--- src/rtl/rs_pipe_ctrl_pkg.sv ---
// Shared types for the relay-station credit controller: drain FSM states,
// relay stage record and credit counter width helper.
package rs_pipe_ctrl_pkg;

  typedef enum logic [1:0] {
    RUN   = 2'd0,
    DRAIN = 2'd1,
    DONE  = 2'd2
  } drain_state_e;

  // Relay stage payload width; the top's DATA_WIDTH must match this.
  localparam int STAGE_DATA_W = 32;

  typedef struct packed {
    logic                    valid;
    logic [STAGE_DATA_W-1:0] data;
  } stage_t;

  function automatic int credit_w(input int depth);
    return $clog2(depth) + 1;
  endfunction

endpackage

--- src/rtl/rs_pipe_credit_ctrl_if.sv ---
// Producer/consumer handshake bundle for rs_pipe_credit_ctrl; the master issues
// writes, pops and drain requests, the slave is the controller.
interface rs_pipe_credit_ctrl_if
  import rs_pipe_ctrl_pkg::*;
#(
  parameter int DATA_WIDTH = 32,
  parameter int FIFO_DEPTH = 16
) ();

  localparam int CW = credit_w(FIFO_DEPTH);

  logic [DATA_WIDTH-1:0] if_din;
  logic                  if_write;
  logic                  if_full_n;
  logic [DATA_WIDTH-1:0] if_dout;
  logic                  if_empty_n;
  logic                  if_read;
  logic                  drain_req;
  logic                  drain_done;
  logic [CW-1:0]         credits;

  modport master (
    output if_din, if_write, if_read, drain_req,
    input  if_full_n, if_dout, if_empty_n, drain_done, credits
  );

  modport slave (
    input  if_din, if_write, if_read, drain_req,
    output if_full_n, if_dout, if_empty_n, drain_done, credits
  );

endinterface

--- src/rtl/rs_pipe_ctrl_fifo.sv ---
// Show-ahead receive FIFO: a write at edge t is readable in the cycle after t.
// No overflow guard here; the caller's credit accounting guarantees a free slot.
module rs_pipe_ctrl_fifo
  import rs_pipe_ctrl_pkg::*;
#(
  parameter  int DATA_WIDTH = 32,
  parameter  int FIFO_DEPTH = 16,
  localparam int AW         = $clog2(FIFO_DEPTH),
  localparam int OW         = credit_w(FIFO_DEPTH)
) (
  input  logic                  clk,
  input  logic                  reset,
  input  logic                  wr_vld,
  input  logic [DATA_WIDTH-1:0] wr_dat,
  input  logic                  rd_pop,
  output logic [DATA_WIDTH-1:0] rd_dat,
  output logic                  empty_n,
  output logic [OW-1:0]         occupancy
);

  logic [DATA_WIDTH-1:0] mem [FIFO_DEPTH];
  logic [AW:0]           wr_ptr;
  logic [AW:0]           rd_ptr;

  always_ff @(posedge clk) begin
    if (wr_vld) mem[wr_ptr[AW-1:0]] <= wr_dat;
  end

  // Pointers carry one wrap bit so full and empty are distinguishable.
  always_ff @(posedge clk) begin
    if (reset) begin
      wr_ptr <= '0;
      rd_ptr <= '0;
    end else begin
      if (wr_vld) wr_ptr <= wr_ptr + 1'b1;
      if (rd_pop) rd_ptr <= rd_ptr + 1'b1;
    end
  end

  assign rd_dat    = mem[rd_ptr[AW-1:0]];
  assign empty_n   = (wr_ptr != rd_ptr);
  assign occupancy = wr_ptr - rd_ptr;

endmodule

--- src/rtl/rs_pipe_credit_ctrl.sv ---
// Credit-gated relay-station pipe: words ride a PIPE_LEVEL-deep chain into a receive FIFO,
// latency PIPE_LEVEL+1 cycles; if_full_n drops on zero credits or while draining. Stats: RS_PIPE_CREDIT_STATS_EN.
module rs_pipe_credit_ctrl
  import rs_pipe_ctrl_pkg::*;
#(
  parameter  int DATA_WIDTH = STAGE_DATA_W,
  parameter  int PIPE_LEVEL = 10,
  parameter  int FIFO_DEPTH = 16,
  localparam int CW         = credit_w(FIFO_DEPTH)
) (
  input  logic                 clk,
  input  logic                 reset,
  rs_pipe_credit_ctrl_if.slave bus
`ifdef RS_PIPE_CREDIT_STATS_EN
  ,
  output logic [31:0]          stall_cnt,
  output logic [CW-1:0]        max_occ
`endif
);

  localparam logic [CW-1:0] FULL_CREDITS = CW'(FIFO_DEPTH);

  drain_state_e  state_q;
  drain_state_e  state_d;
  logic [CW-1:0] credits_q;
  logic          live_q;
  stage_t        stage_q [PIPE_LEVEL];
  logic          full_n;
  logic          accept;
  logic          pop;
  logic          fifo_empty_n;
  logic          any_valid;
  logic [CW-1:0] occupancy;

  // live_q keeps the write side closed while reset is held.
  assign full_n = live_q && (credits_q != '0) && (state_q == RUN);
  assign accept = bus.if_write && full_n;
  assign pop    = bus.if_read && fifo_empty_n;

  always_ff @(posedge clk) begin
    if (reset) begin
      credits_q <= FULL_CREDITS;
      live_q    <= 1'b0;
    end else begin
      live_q <= 1'b1;
      if (accept && !pop)      credits_q <= credits_q - 1'b1;
      else if (pop && !accept) credits_q <= credits_q + 1'b1;
    end
  end

  // Data lanes are not reset; clearing the valids is enough to discard in-flight words.
  always_ff @(posedge clk) begin
    stage_q[0].data <= bus.if_din;
    for (int k = 1; k < PIPE_LEVEL; k++) stage_q[k].data <= stage_q[k-1].data;
    if (reset) begin
      for (int k = 0; k < PIPE_LEVEL; k++) stage_q[k].valid <= 1'b0;
    end else begin
      stage_q[0].valid <= accept;
      for (int k = 1; k < PIPE_LEVEL; k++) stage_q[k].valid <= stage_q[k-1].valid;
    end
  end

  always_comb begin
    any_valid = 1'b0;
    for (int k = 0; k < PIPE_LEVEL; k++) any_valid = any_valid | stage_q[k].valid;
  end

  always_ff @(posedge clk) begin
    if (reset) state_q <= RUN;
    else       state_q <= state_d;
  end

  // Full credits means the FIFO is empty too; the stage check covers the chain.
  always_comb begin
    state_d = state_q;
    case (state_q)
      RUN:     if (bus.drain_req) state_d = DRAIN;
      DRAIN:   if ((credits_q == FULL_CREDITS) && !any_valid) state_d = DONE;
      DONE:    state_d = RUN;
      default: state_d = RUN;
    endcase
  end

  rs_pipe_ctrl_fifo #(
    .DATA_WIDTH (DATA_WIDTH),
    .FIFO_DEPTH (FIFO_DEPTH)
  ) u_fifo (
    .clk       (clk),
    .reset     (reset),
    .wr_vld    (stage_q[PIPE_LEVEL-1].valid),
    .wr_dat    (stage_q[PIPE_LEVEL-1].data),
    .rd_pop    (pop),
    .rd_dat    (bus.if_dout),
    .empty_n   (fifo_empty_n),
    .occupancy (occupancy)
  );

  assign bus.if_full_n  = full_n;
  assign bus.if_empty_n = fifo_empty_n;
  assign bus.drain_done = (state_q == DONE);
  assign bus.credits    = credits_q;

`ifdef RS_PIPE_CREDIT_STATS_EN
  always_ff @(posedge clk) begin
    if (reset) begin
      stall_cnt <= '0;
      max_occ   <= '0;
    end else begin
      if (bus.if_write && !full_n && (stall_cnt != '1)) stall_cnt <= stall_cnt + 1'b1;
      if (occupancy > max_occ) max_occ <= occupancy;
    end
  end
`else
  logic unused_occ;
  assign unused_occ = ^occupancy;
`endif

endmodule
--- src/flat_wrapper.sv ---
// flat-port wrapper written by rule: the top's interface ports become plain ports
module rs_pipe_credit_ctrl_flat import rs_pipe_ctrl_pkg::*;
#(
  parameter  int DATA_WIDTH = STAGE_DATA_W,
  parameter  int PIPE_LEVEL = 10,
  parameter  int FIFO_DEPTH = 16,
  localparam int CW         = credit_w(FIFO_DEPTH)
)
  (clk, reset, bus_if_din, bus_if_write, bus_if_read, bus_drain_req, bus_if_full_n, bus_if_dout, bus_if_empty_n, bus_drain_done, bus_credits);
  rs_pipe_credit_ctrl_if #(.DATA_WIDTH(DATA_WIDTH), .FIFO_DEPTH(FIFO_DEPTH)) bus_i ();
  input  logic clk;
  input  logic reset;
  input wire logic [$bits(bus_i.if_din)-1:0] bus_if_din;
  input wire logic [$bits(bus_i.if_write)-1:0] bus_if_write;
  input wire logic [$bits(bus_i.if_read)-1:0] bus_if_read;
  input wire logic [$bits(bus_i.drain_req)-1:0] bus_drain_req;
  output wire logic [$bits(bus_i.if_full_n)-1:0] bus_if_full_n;
  output wire logic [$bits(bus_i.if_dout)-1:0] bus_if_dout;
  output wire logic [$bits(bus_i.if_empty_n)-1:0] bus_if_empty_n;
  output wire logic [$bits(bus_i.drain_done)-1:0] bus_drain_done;
  output wire logic [$bits(bus_i.credits)-1:0] bus_credits;
  assign bus_i.if_din = bus_if_din;
  assign bus_i.if_write = bus_if_write;
  assign bus_i.if_read = bus_if_read;
  assign bus_i.drain_req = bus_drain_req;
  assign bus_if_full_n = bus_i.if_full_n;
  assign bus_if_dout = bus_i.if_dout;
  assign bus_if_empty_n = bus_i.if_empty_n;
  assign bus_drain_done = bus_i.drain_done;
  assign bus_credits = bus_i.credits;
  rs_pipe_credit_ctrl #(.DATA_WIDTH(DATA_WIDTH), .PIPE_LEVEL(PIPE_LEVEL), .FIFO_DEPTH(FIFO_DEPTH)) u_core (.clk(clk), .reset(reset), .bus(bus_i));
endmodule
--- config.mk ---
export PLATFORM = sky130hd
export DESIGN_NAME = rs_pipe_credit_ctrl_flat
export DESIGN_NICKNAME = d
export VERILOG_FILES = /design/src/rtl/rs_pipe_ctrl_pkg.sv /design/src/rtl/rs_pipe_credit_ctrl_if.sv /design/src/rtl/rs_pipe_ctrl_fifo.sv /design/src/rtl/rs_pipe_credit_ctrl.sv /design/src/flat_wrapper.sv
export SDC_FILE = /design/constraint.sdc
export NUM_CORES = 1
export LEC_CHECK = 0
export CELL_PAD_IN_SITES_DETAIL_PLACEMENT = 0
export CELL_PAD_IN_SITES_GLOBAL_PLACEMENT = 1
export CORE_ASPECT_RATIO = 0.6
export CORE_MARGIN = 5
export CORE_UTILIZATION = 40
export DETAILED_ROUTE_END_ITERATION = 6
export PLACE_DENSITY_LB_ADDON = 0.1
export SLEW_MARGIN = 20
export SYNTH_ARGS = -nofsm -noshare
export SYNTH_HDL_FRONTEND = slang
export SYNTH_HIERARCHICAL = 1
export SYNTH_SLANG_ARGS = --single-unit
--- constraint.sdc ---
create_clock -name clk -period 2.7 [get_ports clk]
set_input_delay 0.54 -clock clk [delete_from_list [all_inputs] [get_ports clk]]
set_output_delay 0.54 -clock clk [all_outputs]
set_load 0.01 [all_outputs]
==> results.py <==
metrics = {
    "floorplan": {
        "boundaryPins": 77,
        "start_util_pct": 40.6,
        "core_area_um2": 66500,
        "fp.dieArea_um2": 72900,
        "rows": 73,
        "die_h_um": 211,
        "die_w_um": 345,
    },
    "sta": {
        "finalCriticalPeriod_ns": 2.96,
        "slew_viol_final": 0,
        "fin_ws_ns": -0.261,
        "finalSetupViolations": 32,
        "worstMarginPinSlew_ns": 0.576,
        "rsz0062_at_grt": "yes",
        "period_share_pct": 110,
        "finalHoldViolations": 0,
        "maxSlewHeadroom_pct": 61.6,
        "max_freq_mhz": 338,
        "fin_skew_ns": 0.0234,
    },
    "setup_path": {
        "cp.required_ns": 2.16,
        "setup.worst_path.class": "register to output pin",
        "critPathMaxFanout": 7,
        "reg2reg_slack_ns": 0.17,
        "critical_path.endpoint": "bus_if_dout[18]",
        "cp-start-kind": "register",
        "worstReg2RegStart": "u_core/bus.credits[0]",
        "r2r_cells": 9,
        "crit_path_end_kind": "output pin",
        "crit_arrival_ns": 2.42,
        "reg2reg_to": "u_core/bus.credits[3]",
    },
    "placed_design": {
        "place_ws_ns": -0.0288,
        "gp_congestion": 0.693,
        "hpwl_um": 27300,
        "placed_area_um2": 29600,
        "port_buffers": 76,
    },
    "cts": {
        "cts_sinks": 864,
        "cts-htree-levels": 3,
        "clk_path_buf_depth": 3,
        "cts_hold_buf": 0,
        "cts-buffers-inserted": 79,
        "tritoncts": "built",
        "path_clk_slew_ns": 0.07,
        "clock_latency_ns": 0.63,
        "cts_root_buffer": "clkbuf_16",
    },
    "global_route": {
        "gr-total-overflow": 0,
        "grtUsageTotal_pct": 15.8,
        "grt_pass1_wl_um": 84200,
        "grt_pass1_vias": 12300,
        "antenna_found_initial": 0,
        "grt_max_degree": 41,
    },
    "power_and_ir_drop": {
        "ir_drop_mv": 0.414,
        "powerDensity_nw_per_um2": 776,
        "leakage_uw": 0.0112,
    },
    "hold_path": {
        "hp-class": "register to register",
        "hp-start": "u_core/stage_q[2][56]",
    },
    "drt": {
        "vias": 12100,
        "routed_via_density": 4.98,
        "wl_per_cell_um": 23.3,
        "dr.first_iter.drc_count": 888,
        "antenna_left": 0,
        "wl_um": 56700,
        "drc": 0,
        "dr.pass1.iters": 5,
    },
    "synthesis": {
        "syn_nets": 1308,
        "syn_inst": 1257,
        "synth.avg_cell_area_um2": 21.5,
        "syn_area_um2": 27000,
        "yosys_warnings": 6,
    },
    "finish": {
        "layout-drive-gt1-share_pct": 31.8,
        "area_growth_pct": 23.0,
        "stdcell_area_um2": 33200,
        "fillers": 5400,
        "diodes": 0,
        "nets": 1516,
    },
    "outcome": {
        "violations": "negative setup slack",
        "status": "finished, violations left",
    },
    "run": {
        "drv_cap": 0,
    },
}
==> routing by layer <==
layer  up-vias  share of wire (%)  GRT usage (%)
met4         0                1.9           3.99
met2       257                 44           23.4
met3        94                5.3           3.50
li1       5340                  -              -
met1      6406                 49           23.7
met5         -                  0              0
==> registers in the layout, indices dropped and copies added, names as in the netlist, named ones only <==
register              flops
u_core/bus.credits        5
u_core/state_q            2
u_core/u_fifo/wr_ptr      5
u_core/live_q             1
u_core/u_fifo/rd_ptr      5
u_core/stage_q          330
u_core/u_fifo/mem       512
==> how the worst min path moves through the flow <==
stage / to / depth (start not counted)
after floorplan: u_core/stage_q[0][33] / 0
after global placement: u_core/stage_q[0][47] / 0
after detailed placement: u_core/stage_q[4][48] / 0
after CTS: u_core/stage_q[0][14] / 1
after global routing: u_core/stage_q[0][9] / 1
final: u_core/stage_q[3][23] / 0
==> stage by stage <==
step | std cells | hold slack [ns] | power (uW) | TNS [ns] | utilization, %
floorplan | 1257 | 0.310 | 14700 | 0 | -
global placement | 2248 | 0.310 | 14800 | -0.106 | 44.5
detailed placement | 2248 | 0.312 | 14800 | -0.146 | 44.5
CTS | 2428 | 0.306 | 26200 | -9.07 | 49.8
global route | 2430 | 0.316 | 26700 | -8.95 | 49.9
finish | 2430 | 0.322 | 25800 | -5.95 | 49.9
==> where the power goes <==
| part | leakage [uW] | switching, uW | internal [uW] |
|---|---|---|---|
| clock | 0.00132 | 4720 | 6530 |
| sequential | 0.00756 | 161 | 14200 |
| combinational | 0.00237 | 65.6 | 103 |
==> critical path, stage by stage (launching register included) <==
cell     delay [ns]
dfxtp_4        0.39
buf_12         0.16
buf_16         0.16
buf_12         0.13
buf_12         0.10
mux4_2         0.49
a22oi_2        0.16
nand2_1        0.07
buf_2          0.14
==> layout make-up <==
class	instances	area, um^2	share of cell area [%]
flip-flops and latches	864	22400	67.5
multi-input cells	337	4710	14.2
well taps	900	1130	3.39
clock buffers	114	2370	7.15
repair buffers	174	2260	6.80
inverters	9	33.8	0.102
clock inverters	32	277	0.833
==> placed cells by master, fill, tap and decap left out, drive strengths merged, types with 3 or more instances in the layout <==
cell	n
edfxtp	512
dfxtp	352
buf	130
mux4	128
clkbuf	114
a22oi	64
clkdlybuf4s50	42
nand2	37
clkinv	23
nor2	22
and2	18
ha	13
inv	13
nor2b	12
xnor2	7
bufinv	4
and3	4
a21oi	4
mux2i	4
xor2	4
nor4	4
nand4	3
==> what timing repair did <==
| action | 4_1_cts | 5_1_grt |
|---|---|---|
| buffers inserted | 28 | 8 |
| pin swaps | 65 | 34 |
| setup endpoints to repair | 34 | 34 |
| gates resized for setup | 240 | 37 |
| gates cloned | 6 | 0 |
| endpoints found under the hold margin | 0 | 0 |
Note: power is estimated with default switching activity, not from simulation.
